`src/rtl/uart_tx_framer.sv`:
```
// UART transmit framer: 1 start, 8 data (LSB first), even parity, 1 stop bit.
// Includes its own x16 baud-tick generator selected by baud_select.
module uart_tx_framer #(
  parameter int unsigned CLK_FREQ = 50_000_000
) (
  input  logic       clk,
  input  logic       reset,
  input  logic [7:0] Tx_DATA,
  input  logic       Tx_WR,
  input  logic       Tx_EN,
  input  logic [2:0] baud_select,
  output logic       TxD,
  output logic       Tx_BUSY
);

  localparam int unsigned DIV_W = 16;

  function automatic int unsigned div_of(input int unsigned baud);
    return (CLK_FREQ + 8 * baud) / (16 * baud);
  endfunction

  localparam logic [DIV_W-1:0] DIV_300    = DIV_W'(div_of(300));
  localparam logic [DIV_W-1:0] DIV_1200   = DIV_W'(div_of(1200));
  localparam logic [DIV_W-1:0] DIV_4800   = DIV_W'(div_of(4800));
  localparam logic [DIV_W-1:0] DIV_9600   = DIV_W'(div_of(9600));
  localparam logic [DIV_W-1:0] DIV_19200  = DIV_W'(div_of(19200));
  localparam logic [DIV_W-1:0] DIV_38400  = DIV_W'(div_of(38400));
  localparam logic [DIV_W-1:0] DIV_57600  = DIV_W'(div_of(57600));
  localparam logic [DIV_W-1:0] DIV_115200 = DIV_W'(div_of(115200));

  typedef enum logic [2:0] {
    S_IDLE,
    S_START,
    S_DATA,
    S_PARITY,
    S_STOP
  } state_t;

  state_t           r_state;
  logic [DIV_W-1:0] r_div_cnt;
  logic [3:0]       r_tick_cnt;
  logic [2:0]       r_bit_cnt;
  logic [7:0]       r_shreg;
  logic             r_parity;
  logic [2:0]       r_baud;
  logic             r_txd;
  logic             r_busy;

  logic [DIV_W-1:0] w_div;
  logic             w_accept;
  logic             w_tick;
  logic             w_bit_end;

  // Divisor follows the baud code latched at accept, not the live input.
  always_comb begin
    w_div = DIV_300;
    case (r_baud)
      3'd0:    w_div = DIV_300;
      3'd1:    w_div = DIV_1200;
      3'd2:    w_div = DIV_4800;
      3'd3:    w_div = DIV_9600;
      3'd4:    w_div = DIV_19200;
      3'd5:    w_div = DIV_38400;
      3'd6:    w_div = DIV_57600;
      3'd7:    w_div = DIV_115200;
      default: w_div = DIV_300;
    endcase
  end

  assign w_accept  = Tx_WR & Tx_EN & ~r_busy;
  assign w_tick    = (r_state != S_IDLE) && (r_div_cnt == (w_div - DIV_W'(1)));
  assign w_bit_end = w_tick && (r_tick_cnt == 4'd15);

  // Baud divisor and x16 tick counters; restarted on accept so bit 0 is a full period.
  always_ff @(posedge clk or negedge reset) begin
    if (!reset) begin
      r_div_cnt  <= '0;
      r_tick_cnt <= '0;
    end else if (w_accept) begin
      r_div_cnt  <= '0;
      r_tick_cnt <= '0;
    end else if (r_state != S_IDLE) begin
      if (w_tick) begin
        r_div_cnt  <= '0;
        r_tick_cnt <= r_tick_cnt + 4'd1;
      end else begin
        r_div_cnt  <= r_div_cnt + DIV_W'(1);
      end
    end
  end

  // Frame sequencer; TxD and Tx_BUSY are driven straight from registers.
  always_ff @(posedge clk or negedge reset) begin
    if (!reset) begin
      r_state   <= S_IDLE;
      r_bit_cnt <= '0;
      r_shreg   <= '0;
      r_parity  <= 1'b0;
      r_baud    <= '0;
      r_txd     <= 1'b1;
      r_busy    <= 1'b0;
    end else begin
      case (r_state)
        S_IDLE: begin
          r_txd <= 1'b1;
          if (w_accept) begin
            r_shreg   <= Tx_DATA;
            r_parity  <= ^Tx_DATA;
            r_baud    <= baud_select;
            r_bit_cnt <= '0;
            r_txd     <= 1'b0;
            r_busy    <= 1'b1;
            r_state   <= S_START;
          end
        end
        S_START: begin
          if (w_bit_end) begin
            r_txd   <= r_shreg[0];
            r_state <= S_DATA;
          end
        end
        S_DATA: begin
          if (w_bit_end) begin
            if (r_bit_cnt == 3'd7) begin
              r_txd   <= r_parity;
              r_state <= S_PARITY;
            end else begin
              r_shreg   <= r_shreg >> 1;
              r_txd     <= r_shreg[1];
              r_bit_cnt <= r_bit_cnt + 3'd1;
            end
          end
        end
        S_PARITY: begin
          if (w_bit_end) begin
            r_txd   <= 1'b1;
            r_state <= S_STOP;
          end
        end
        S_STOP: begin
          if (w_bit_end) begin
            r_txd   <= 1'b1;
            r_busy  <= 1'b0;
            r_state <= S_IDLE;
          end
        end
        default: begin
          r_txd   <= 1'b1;
          r_busy  <= 1'b0;
          r_state <= S_IDLE;
        end
      endcase
    end
  end

  assign TxD     = r_txd;
  assign Tx_BUSY = r_busy;

endmodule

```
`config.mk`:
```
export PLATFORM = sky130hd
export DESIGN_NAME = uart_tx_framer
export DESIGN_NICKNAME = d
export VERILOG_FILES = /design/src/rtl/uart_tx_framer.sv
export SDC_FILE = /design/constraint.sdc
export NUM_CORES = 1
export LEC_CHECK = 0
export ABC_AREA = 1
export CORE_UTILIZATION = 30
export CTS_CLUSTER_DIAMETER = 80
export DETAILED_ROUTE_END_ITERATION = 10
export SLEW_MARGIN = 20
export SYNTH_ARGS = -nofsm -noshare
export SYNTH_HDL_FRONTEND = slang
export SYNTH_SLANG_ARGS = --single-unit
```
`constraint.sdc`:
```
create_clock -name clk -period 3 [get_ports clk]
set_clock_uncertainty 0.1 [all_clocks]
set_input_delay 0.9 -clock clk [delete_from_list [all_inputs] [get_ports clk]]
set_output_delay 0.9 -clock clk [all_outputs]
set_load 0.01 [all_outputs]
```
==> metrics.md <==
| Metric | Value |
|---|---|
| Status | completed |
| Internal | 0.00128 W |
| Setup violators final | 0 |
| Net Sw Power | 0.000846 W |
| Layout area overhead | 22.1% |
| Total GRT Usage | 14.1% |
| Clock Power Share | 21.1% |
| Seq pwr share | 34.3% |
| Worst R2R Setup Slack | ~0.18 ns |
| Power share of the combinational group | between 40% and 50% |
| Period minus WS final | between 2 and 3 ns |
| Top cell by count, worst path | nand2_1 |
| DR pass1 iterations | 4 |
| Fmax | 354 MHz |
| Clock transition at the registers of the reported paths | 0.09 ns |
| Max-Slew Margin vs Limit | a little under three fifths |
| Critical path origin | r_baud[1]$_DFFE_PN0P_ |
| DR DRC count | 0 |
| Critical path class | flip-flop to flip-flop |
| Wire per inst | 11.8 um |
| Ys Warns | 0 |
| Row cnt | 35 |
| Global-route wire length before repair | 11.2 mm |
| Fin nets | about 460 |
| Final Util | 37.6% |
| Vias in the first global route | 2448 |
| CP max stage cell | dfrtp_2 |
| Hold Vio Cnt, Final | 0 |
| CTS Buf Count | 5 |
| Final cell count without fillers | 542 |
| Gpl congestion | approximately 0.91 |
| Largest net degree at the start of global routing | 27 |
| Commonest non-fill, non-tap cell in the layout | nand2_1 |
| Worst-Margin Slew | 0.645 ns |
| Starting Density | between 30% and 40% |
| Synthesized area per cell | roughly 7.2 um2 |
| Worst-path maximum fanout | 7 |
| Skew-Pair Late Insertion Delay | about 0.30 ns |
| Tcrit/Tclk final | 94.1% |
| Reg2reg end | r_bit_cnt[2]$_DFFE_PN0P_ |
| Clock Sinks | 40 |
| Net Count, Synth | 419 |
| Die H | 98.9 um |
| Number of library cell types mapped by synthesis | 31 |
| CTS tree | yes |
| Sequential share of the synthesized area | 35.6% |
| Arr. time, crit path | 2.96 ns |
| Tot Pwr | 0.00212 W |
| Vias per inst | between 4 and 5 |
| Die ar. | 0.00979 mm2 |
| Crit path capture | r_bit_cnt[2]$_DFFE_PN0P_ |
| Setup TNS | 0 ns |
| Layout cells sized above 1 | 17.2% |
| Routed wire length | ~6.4 mm |
| Cell Area, Synth | 0.00282 mm2 |
| Antenna violations before repair | 0 |
| Max Cap Viol | 0 |
| Setup crit end kind | flip-flop |
| Sw frac | 39.9% |
| Routed vias | 2543 |
| Peak supply drop | 0.234 mV |
| Worst path cell trace | inv_2, ha_1, inv_1, nand2_1, nand2_2, inv_2, ha_4, nand3_4, nor2_4, nand2_2, nand3_2, nand2_1, nor2_1, nand2_1, nor3_4, nand3_2, nand2_4, buf_4, nand3_1, nand2_1 |
| PwrDens | 617 mW/mm2 |
| Commonest non-fill, non-tap cells in the layout | nand2_1 (126), nor2_1 (38), dfrtp_1 (37) |
| Fin. max-slew vios | 0 |
| # placed instances | roughly 530 |
| Clock buffer depth | 2 |
| Required time worst endpoint | 3.14 ns |
| Root buf cell | clkbuf_8 |
| #FFs+latches synth | 40 |
| Startpoint type of the worst setup path | flip-flop |
| Routed Antenna Nets | 0 |
| Initial DRC count | slightly below 90 |
| Ant diodes | 0 |
| H-tree level count | 2 |
| Layout Cell Area excl Fill | 0.00344 mm2 |
| Slowest stage delay, CP | 0.45 ns |
| Die Wd | 98.9 um |
| Worst r2r src | r_baud[1]$_DFFE_PN0P_ |
| Cells after Synth | around 390 |
| Reg2Reg Depth | 20 |
| Leakage | 1.65 nW |
| Detailed placement HPWL | 4.84 mm |
| Worst Hold Class | flip-flop to flip-flop |
| Area after DPL | 0.00317 mm2 |
| PortBufs | 16 |
| Total congestion overflow | 0 |
| Hold-fix buffers, CTS | 0 |
| Boundary pin count | 17 |
| Core area | a little over 0.009 mm2 |
==> critical path, delay by kind of cell (launching register included) <==
family                     cells  cell delay [ns]
adders and majority gates      2             0.27
buffers and inverters          4             0.33
DFF                            1             0.45
and+or+nand+nor               14             1.60
==> power by group through the flow <==
stage          clock [W]  sequential, W  combinational [W]
2_1_floorplan          0       0.000712           0.000657
3_3_place_gp           0       0.000732           0.000836
5_1_grt         0.000485       0.000747            0.00107
4_1_cts         0.000465       0.000723           0.000853
6_report        0.000448       0.000727           0.000947
3_5_place_dp           0       0.000732           0.000849
==> metrics by stage <==
step                hold slack [ns]  setup WS, ns
floorplan                     0.342         0.402
global placement              0.355        0.0908
detailed placement            0.364        0.0246
CTS                           0.388       0.00669
global route                  0.417      -0.00986
finish                        0.385         0.176
==> kinds of logic after synthesis <==
| group | Yosys count | synth area share [%] |
|---|---|---|
| simple gates | 252 | 41.2 |
| buf+inv | 47 | 7.54 |
| flops | 40 | 35.6 |
| xor+xnor | 22 | 6.84 |
| compound gates | 19 | 3.55 |
| fa+ha+maj | 12 | 5.33 |
==> per-layer routing <==
layer / track usage [%] / share of wire [%] / vias to the layer above
li1: - / - / 1319
met1: 17.8 / 47 / 1167
met2: 24.4 / 49 / 47
met3: 2.48 / 2.5 / 10
met4: 4.36 / 1.7 / 0
met5: 0 / 0 / -
==> synthesized netlist by cell type <==
master	n	area share (%)
a21oi_1	5	0.89
a31oi_1	1	0.22
a41oi_1	1	0.31
buf_2	1	0.18
buf_4	2	0.53
buf_6	3	1.2
clkbuf_1	1	0.13
dfrtp_1	39	35
dfstp_2	1	0.93
ha_1	12	5.3
inv_1	39	5.2
inv_6	1	0.31
nand2_1	133	18
nand2_2	9	2.0
nand2_4	3	1.2
nand3_1	34	6.0
nand3_2	3	1.1
nand3_4	1	0.62
nand3b_1	3	0.80
nand4_1	6	1.3
nor2_1	39	5.2
nor2_2	3	0.67
nor2_4	2	0.80
nor2_8	1	0.71
nor3_1	11	2.0
nor3_2	1	0.36
nor3b_1	2	0.53
o21ai_0	12	2.1
or2_2	1	0.22
xnor2_1	13	4.0
xor2_1	9	2.8
==> what timing repair did <==
| item | CTS | global route |
|---|---|---|
| setup endpoints to repair | 0 | 35 |
| setup buffers | 0 | 6 |
| gates resized for setup | 0 | 28 |
==> final cells by class <==
class | instances | area, um2
Multi-Input combinational cell | 306 | 1720
Tap cell | 111 | 139
Inverter | 40 | 155
Clock inverter | 2 | 35.0
Clock buffer | 6 | 72.6
Sequential cell | 40 | 1000
Timing Repair Buffer | 37 | 317
Fill cell | 938 | 5710
==> sequential cells by signal, indices dropped and copies added, names as in the netlist <==
signal      cells
r_tick_cnt      4
r_bit_cnt       3
r_baud          3
r_div_cnt      16
r_shreg         8
r_state         3
Tx_BUSY         1
TxD             1
r_parity        1
==> worst min-delay path by stage <==
stage | start | to | slack (ns) | cells after the start
6_report | r_shreg[5]$_DFFE_PN0P_ | r_shreg[5]$_DFFE_PN0P_ | 0.38 | 2
4_1_cts | r_bit_cnt[2]$_DFFE_PN0P_ | r_bit_cnt[2]$_DFFE_PN0P_ | 0.39 | 2
3_3_place_gp | r_shreg[3]$_DFFE_PN0P_ | r_shreg[3]$_DFFE_PN0P_ | 0.36 | 2
5_1_grt | reset | r_div_cnt[15]$_DFFE_PN0N_ | 0.42 | 1
2_1_floorplan | r_shreg[0]$_DFFE_PN0P_ | r_shreg[0]$_DFFE_PN0P_ | 0.34 | 2
3_5_place_dp | r_shreg[5]$_DFFE_PN0P_ | r_shreg[5]$_DFFE_PN0P_ | 0.36 | 2
No activity file was read; power rests on OpenSTA's default activity.
